File: config.mk
export PLATFORM = sky130hd
export DESIGN_NAME = multicycle_mem_port
export DESIGN_NICKNAME = d
export VERILOG_FILES = /design/src/rtl/mem_port_pkg.sv /design/src/rtl/sync_ram.sv /design/src/rtl/multicycle_mem_port.sv
export SDC_FILE = /design/constraint.sdc
export NUM_CORES = 2
export LEC_CHECK = 0
export CORE_MARGIN = 3
export CORE_UTILIZATION = 45
export DETAILED_ROUTE_END_ITERATION = 10
export PLACE_DENSITY_LB_ADDON = 0.15
export SLEW_MARGIN = 20
export SYNTH_ARGS = -nofsm -noshare
export SYNTH_HDL_FRONTEND = slang
export SYNTH_SLANG_ARGS = --single-unit
File: constraint.sdc
create_clock -name clk -period 5.8 [get_ports clk]
set_input_delay 1.74 -clock clk [delete_from_list [all_inputs] [get_ports clk]]
set_output_delay 1.74 -clock clk [all_outputs]
set_load 0.05 [all_outputs]
File: src/rtl/mem_port_pkg.sv
// Shared types and constants for the multicycle processor memory port.
// State/op encodings and the legal access-latency range.
package mem_port_pkg;

    localparam int unsigned LATENCY_MIN = 1;
    localparam int unsigned LATENCY_MAX = 15;
    localparam int unsigned CNT_W       = 4;

    typedef enum logic [1:0] {
        IDLE   = 2'd0,
        ACCESS = 2'd1,
        DONE   = 2'd2
    } state_t;

    typedef enum logic {
        OP_READ  = 1'b0,
        OP_WRITE = 1'b1
    } op_t;

endpackage

File: src/rtl/sync_ram.sv
// Single-port synchronous RAM with registered read (read-before-write).
// Contents are intentionally not reset.
module sync_ram #(
    parameter int unsigned DATA_W = 16,
    parameter int unsigned ADDR_W = 8
) (
    input  logic              clk,
    input  logic              we,
    input  logic [ADDR_W-1:0] addr,
    input  logic [DATA_W-1:0] wdata,
    output logic [DATA_W-1:0] rdata
);

    localparam int unsigned DEPTH = 2 ** ADDR_W;

    logic [DATA_W-1:0] mem [DEPTH];

    always_ff @(posedge clk) begin
        if (we) begin
            mem[addr] <= wdata;
        end
        rdata <= mem[addr];
    end

endmodule

File: src/rtl/multicycle_mem_port.sv
// Memory responder for the multicycle control FSM: accepts one read/write
// strobe in IDLE, waits LATENCY cycles, then pulses ready for one cycle.
module multicycle_mem_port
    import mem_port_pkg::*;
#(
    parameter int unsigned DATA_W  = 16,
    parameter int unsigned ADDR_W  = 8,
    parameter int unsigned LATENCY = 2
) (
    input  logic              clk,
    input  logic              reset,
    input  logic              mem_read,
    input  logic              mem_write,
    input  logic [ADDR_W-1:0] addr,
    input  logic [DATA_W-1:0] wdata,
    output logic [DATA_W-1:0] rdata,
    output logic              ready,
    output logic              busy,
    output logic              err
);

    localparam logic [CNT_W-1:0] CNT_LOAD = CNT_W'(LATENCY - 1);

    state_t            state;
    state_t            state_next;
    op_t               op_q;
    logic [ADDR_W-1:0] addr_q;
    logic [DATA_W-1:0] wdata_q;
    logic [CNT_W-1:0]  cnt;

    logic              req_one;
    logic              req_both;
    logic              accept;
    logic              last_beat;
    logic              read_done;
    logic              err_next;
    logic              ram_we;
    logic [ADDR_W-1:0] ram_addr;
    logic [DATA_W-1:0] ram_rdata;

    assign req_one  = mem_read ^ mem_write;
    assign req_both = mem_read & mem_write;

    // State register
    always_ff @(posedge clk) begin
        if (reset) begin
            state <= IDLE;
        end else begin
            state <= state_next;
        end
    end

    // Next-state logic
    always_comb begin
        state_next = state;
        case (state)
            IDLE:    if (req_one) state_next = ACCESS;
            ACCESS:  if (cnt == '0) state_next = DONE;
            DONE:    state_next = IDLE;
            default: state_next = IDLE;
        endcase
    end

    // RAM address follows the live bus in IDLE so the registered read is
    // already pointing at the accepted address by the first ACCESS cycle.
    always_comb begin
        accept    = 1'b0;
        last_beat = 1'b0;
        read_done = 1'b0;
        err_next  = 1'b0;
        ram_we    = 1'b0;
        ram_addr  = addr_q;
        if (state == IDLE) begin
            accept   = req_one;
            err_next = req_both;
            ram_addr = addr;
        end
        if (state == ACCESS && cnt == '0) begin
            last_beat = 1'b1;
        end
        ram_we    = last_beat && (op_q == OP_WRITE) && !reset;
        read_done = last_beat && (op_q == OP_READ);
    end

    // Request latch, latency counter and registered outputs
    always_ff @(posedge clk) begin
        if (reset) begin
            op_q    <= OP_READ;
            addr_q  <= '0;
            wdata_q <= '0;
            cnt     <= '0;
            rdata   <= '0;
            ready   <= 1'b0;
            busy    <= 1'b0;
            err     <= 1'b0;
        end else begin
            if (accept) begin
                op_q    <= mem_write ? OP_WRITE : OP_READ;
                addr_q  <= addr;
                wdata_q <= wdata;
                cnt     <= CNT_LOAD;
            end else if (state == ACCESS && cnt != '0) begin
                cnt <= cnt - CNT_W'(1);
            end
            if (read_done) begin
                rdata <= ram_rdata;
            end
            ready <= (state_next == DONE);
            busy  <= (state_next != IDLE);
            err   <= err_next;
        end
    end

    sync_ram #(
        .DATA_W (DATA_W),
        .ADDR_W (ADDR_W)
    ) u_ram (
        .clk   (clk),
        .we    (ram_we),
        .addr  (ram_addr),
        .wdata (wdata_q),
        .rdata (ram_rdata)
    );

endmodule

==> summary.txt <==
Yosys
  – Post-synthesis cell count: 8,712
  – Synth Warn #: 0
  – Seq/Total Area, Yosys: 81.4%
  – Top post-synthesis cells by count: 4,096 x edfxtp_1, 2,048 x a22oi_1, 1,051 x a21oi_1
  – Average size of a mapped cell: 17.5 µm²
  – Synth Net Count: 8,742
  – Post-synth EDFFs: 4,096
  – Ys async rst share: 0%
  – Share of the synthesized area in the top cell type: between 80% and 90%
  – Cell taking the most area after synthesis: edfxtp_1
  – Top-count cell post-synth: edfxtp_1
  – Area contributors post-synth: edfxtp_1 81%, a22oi_1 10%, a21oi_1 3.4%
  – Synthesized cell area: 0.153 mm²
  – Top FF cell, synth: edfxtp_1
  – Synth unique cells: 40
  – Synth Register Bits: 4,162

Setup path
  – Arrival @ worst endpoint: 6290 ps
  – CP Buf/Inv Count: 4
  – Crit-path slowest cell: o41ai_1
  – Kind of critical path: in2reg
  – Max incr delay on CP: 1010 ps
  – CP most frequent cell: buf_12
  – CP cell instances: clkdlybuf4s50_1, or4b_1, o21ai_4, buf_12, buf_12, buf_12, a22oi_1, a21oi_1, o41ai_1, a41oi_2, or4_1
  – Worst setup SP type: input port
  – Worst EP required: 6620 ps
  – Endpoint class of the critical path: register
  – Crit path max-delay family: compound AO/OA/AOI/OAI gates
  – Crit Path Max Fanout: 64

Route
  – DR pass1 iterations: 6
  – Drt wl/cell: 32.7 µm
  – Detail Route Antenna Nets: 0
  – Drt initial violations: 11.7k
  – WL final: around 470 mm
  – DR vias: 89.6k
  – DRC Markers: 0
  – Via/cell ratio: 6.26

Layout
  – # nets final: 9,468
  – Final core utilization: roughly 53%
  – Area growth syn-to-layout: 16.7%
  – Fill cells: 26.8k
  – Layout cells sized above 1: 16.1%

Pwr
  – PwrDens: 379 mW/mm²
  – Leak Pwr: roughly 54 nW
  – Worst VDD drop: 0.283 mV
  – Power Total: 67.6 mW

Min path
  – HP Class: reg2reg

Placed design
  – Post-DP HPWL: around 280 mm
  – IO Port Bufs: 46
  – RD Place Congestion: 0.843

Global route
  – First-pass GRT wire length: around 660 mm
  – Vias in the first global route: 87.3k
  – Largest net degree at the start of global routing: 192
  – Overflow after GRT: 0
  – Antenna violations before repair: 28
  – GRT Overall Usage: 26.3%

Timing
  – Period minus WS final: 5460 ps
  – Fmax: 183 MHz
  – Final Cycle Share: 94.2%
  – Final setup viols: 0
  – Max Clock Skew: 64.6 ps
  – Slew HR: 17.8%
  – Worst slew pin tran: ~1200 ps
  – Pins Over Slew Limit: 0
  – Final Hold Vio Count: 0
  – RSZ-0062 raised after global routing: no

Clocking
  – Clock tree buffer depth: 4
  – CTS sink count: 4,162
  – Hold buffer count at cts: 0
  – Root buffer cell: clkbuf_16
  – Clock slew at reported path FFs: 60 ps
  – Post-CTS Setup Inserts: 0
  – H-tree Lvls: 5
  – CTS tree: done
  – Post_cts resized: 0
  – CTS Buf Count: between 400 and 500
  – Clk_lat worst skew: 980 ps

Run status
  – Status: completed

Floorplanning
  – Row count: 213
  – Core area: 0.337 mm²
  – # IOs: 47
  – Initial Util: 45.3%
  – DIE WIDTH: about 590 µm
  – Die Height: 588 µm
  – Die area: 0.346 mm²

Flow run
  – Maxcap violations: 0
[worst register-to-register path, delay by kind of cell (launching register included)]
family | cells | cell delay [ps]
AO/OA/AOI/OAI | 5 | 2320
buffers and inverters | 4 | 1070
flip-flops | 1 | 400
AND/OR/NAND/NOR | 2 | 1110
[metal layers]
metal	routed length, µm	vias up	track usage, %	share of wire, %
li1	-	37900	-	-
met3	37600	724	3.84	8.0
met5	66	-	0	0.014
met4	19600	10	10.1	4.2
met2	223000	4368	42.1	48
met1	188000	46600	36.7	40
[stage by stage]
step	hold slack [ps]	instances	setup slack (ps)	TNS [ps]	area [µm²]
2_1_floorplan	440	8712	1470	0	153000
3_3_place_gp	474	13500	-1050	-9970	164000
3_5_place_dp	487	13500	-650	-5310	165000
4_1_cts	498	14300	383	0	178000
5_1_grt	517	14300	252	0	178000
6_report	496	14300	336	0	178000
[power by group]
part | internal [mW] | leakage [nW] | total (mW) | switching (mW)
Clock | 15.2 | 6.56 | 26.5 | 11.3
Combinational | 2.24 | 11.2 | 7.23 | 4.99
Sequential | 33.5 | 36.6 | 33.8 | 0.345
[worst paths after layout]
check / startpoint / to / slack (ps) / cells after the start
worst max register to register: state[1] / u_ram.rdata[5] / 770 / 11
worst min-delay path: rdata[15] / rdata[15] / 500 / 2
worst min register to register: rdata[15] / rdata[15] / 500 / 2
worst max-delay path: addr[1] / u_ram.rdata[5] / 340 / 11
[cell families after synthesis]
group / share of synthesized area (%)
DFF: 81.4
AOI/OAI and AO/OA: 15.5
buffers and inverters: 1.79
and+or+nand+nor: 1.16
muxes: 0.105
xor gates and xnor gates: 0.0172
adders and majority gates: 0.0164
[state kept, by name (all words and copies together) (netlist names)]
register     cells
addr_q           8
ready            1
state            2
busy             1
wdata_q         16
u_ram.rdata     16
err              1
rdata           16
cnt              4
u_ram.mem     4096
op_q             1
[area by class of cell]
class / count / area (µm²) / share of cell area (%)
clock inverter: 246 / 2100 / 1.18
multi-input combinational: 3886 / 26000 / 14.6
sequential: 4162 / 124000 / 69.8
antenna: 12 / 30.0 / 0.0169
timing repair buffer: 959 / 8700 / 4.88
inverter: 6 / 22.5 / 0.0126
clock buffer: 531 / 11300 / 6.34
tap: 4515 / 5650 / 3.17
[cell usage in the layout, fill, tap and decap left out, drive strengths merged, types with 33 or more instances in the layout]
master	Yosys	final
a21oi	1051	1051
a22oi	2048	2048
a41oi	64	64
buf	221	914
bufinv	0	33
clkbuf	437	531
clkdlybuf4s50	0	45
clkinv	0	193
dfxtp	66	66
edfxtp	4096	4096
nand2	79	79
nor2	284	284
o41ai	256	256
(Power assumes the default switching activity.)
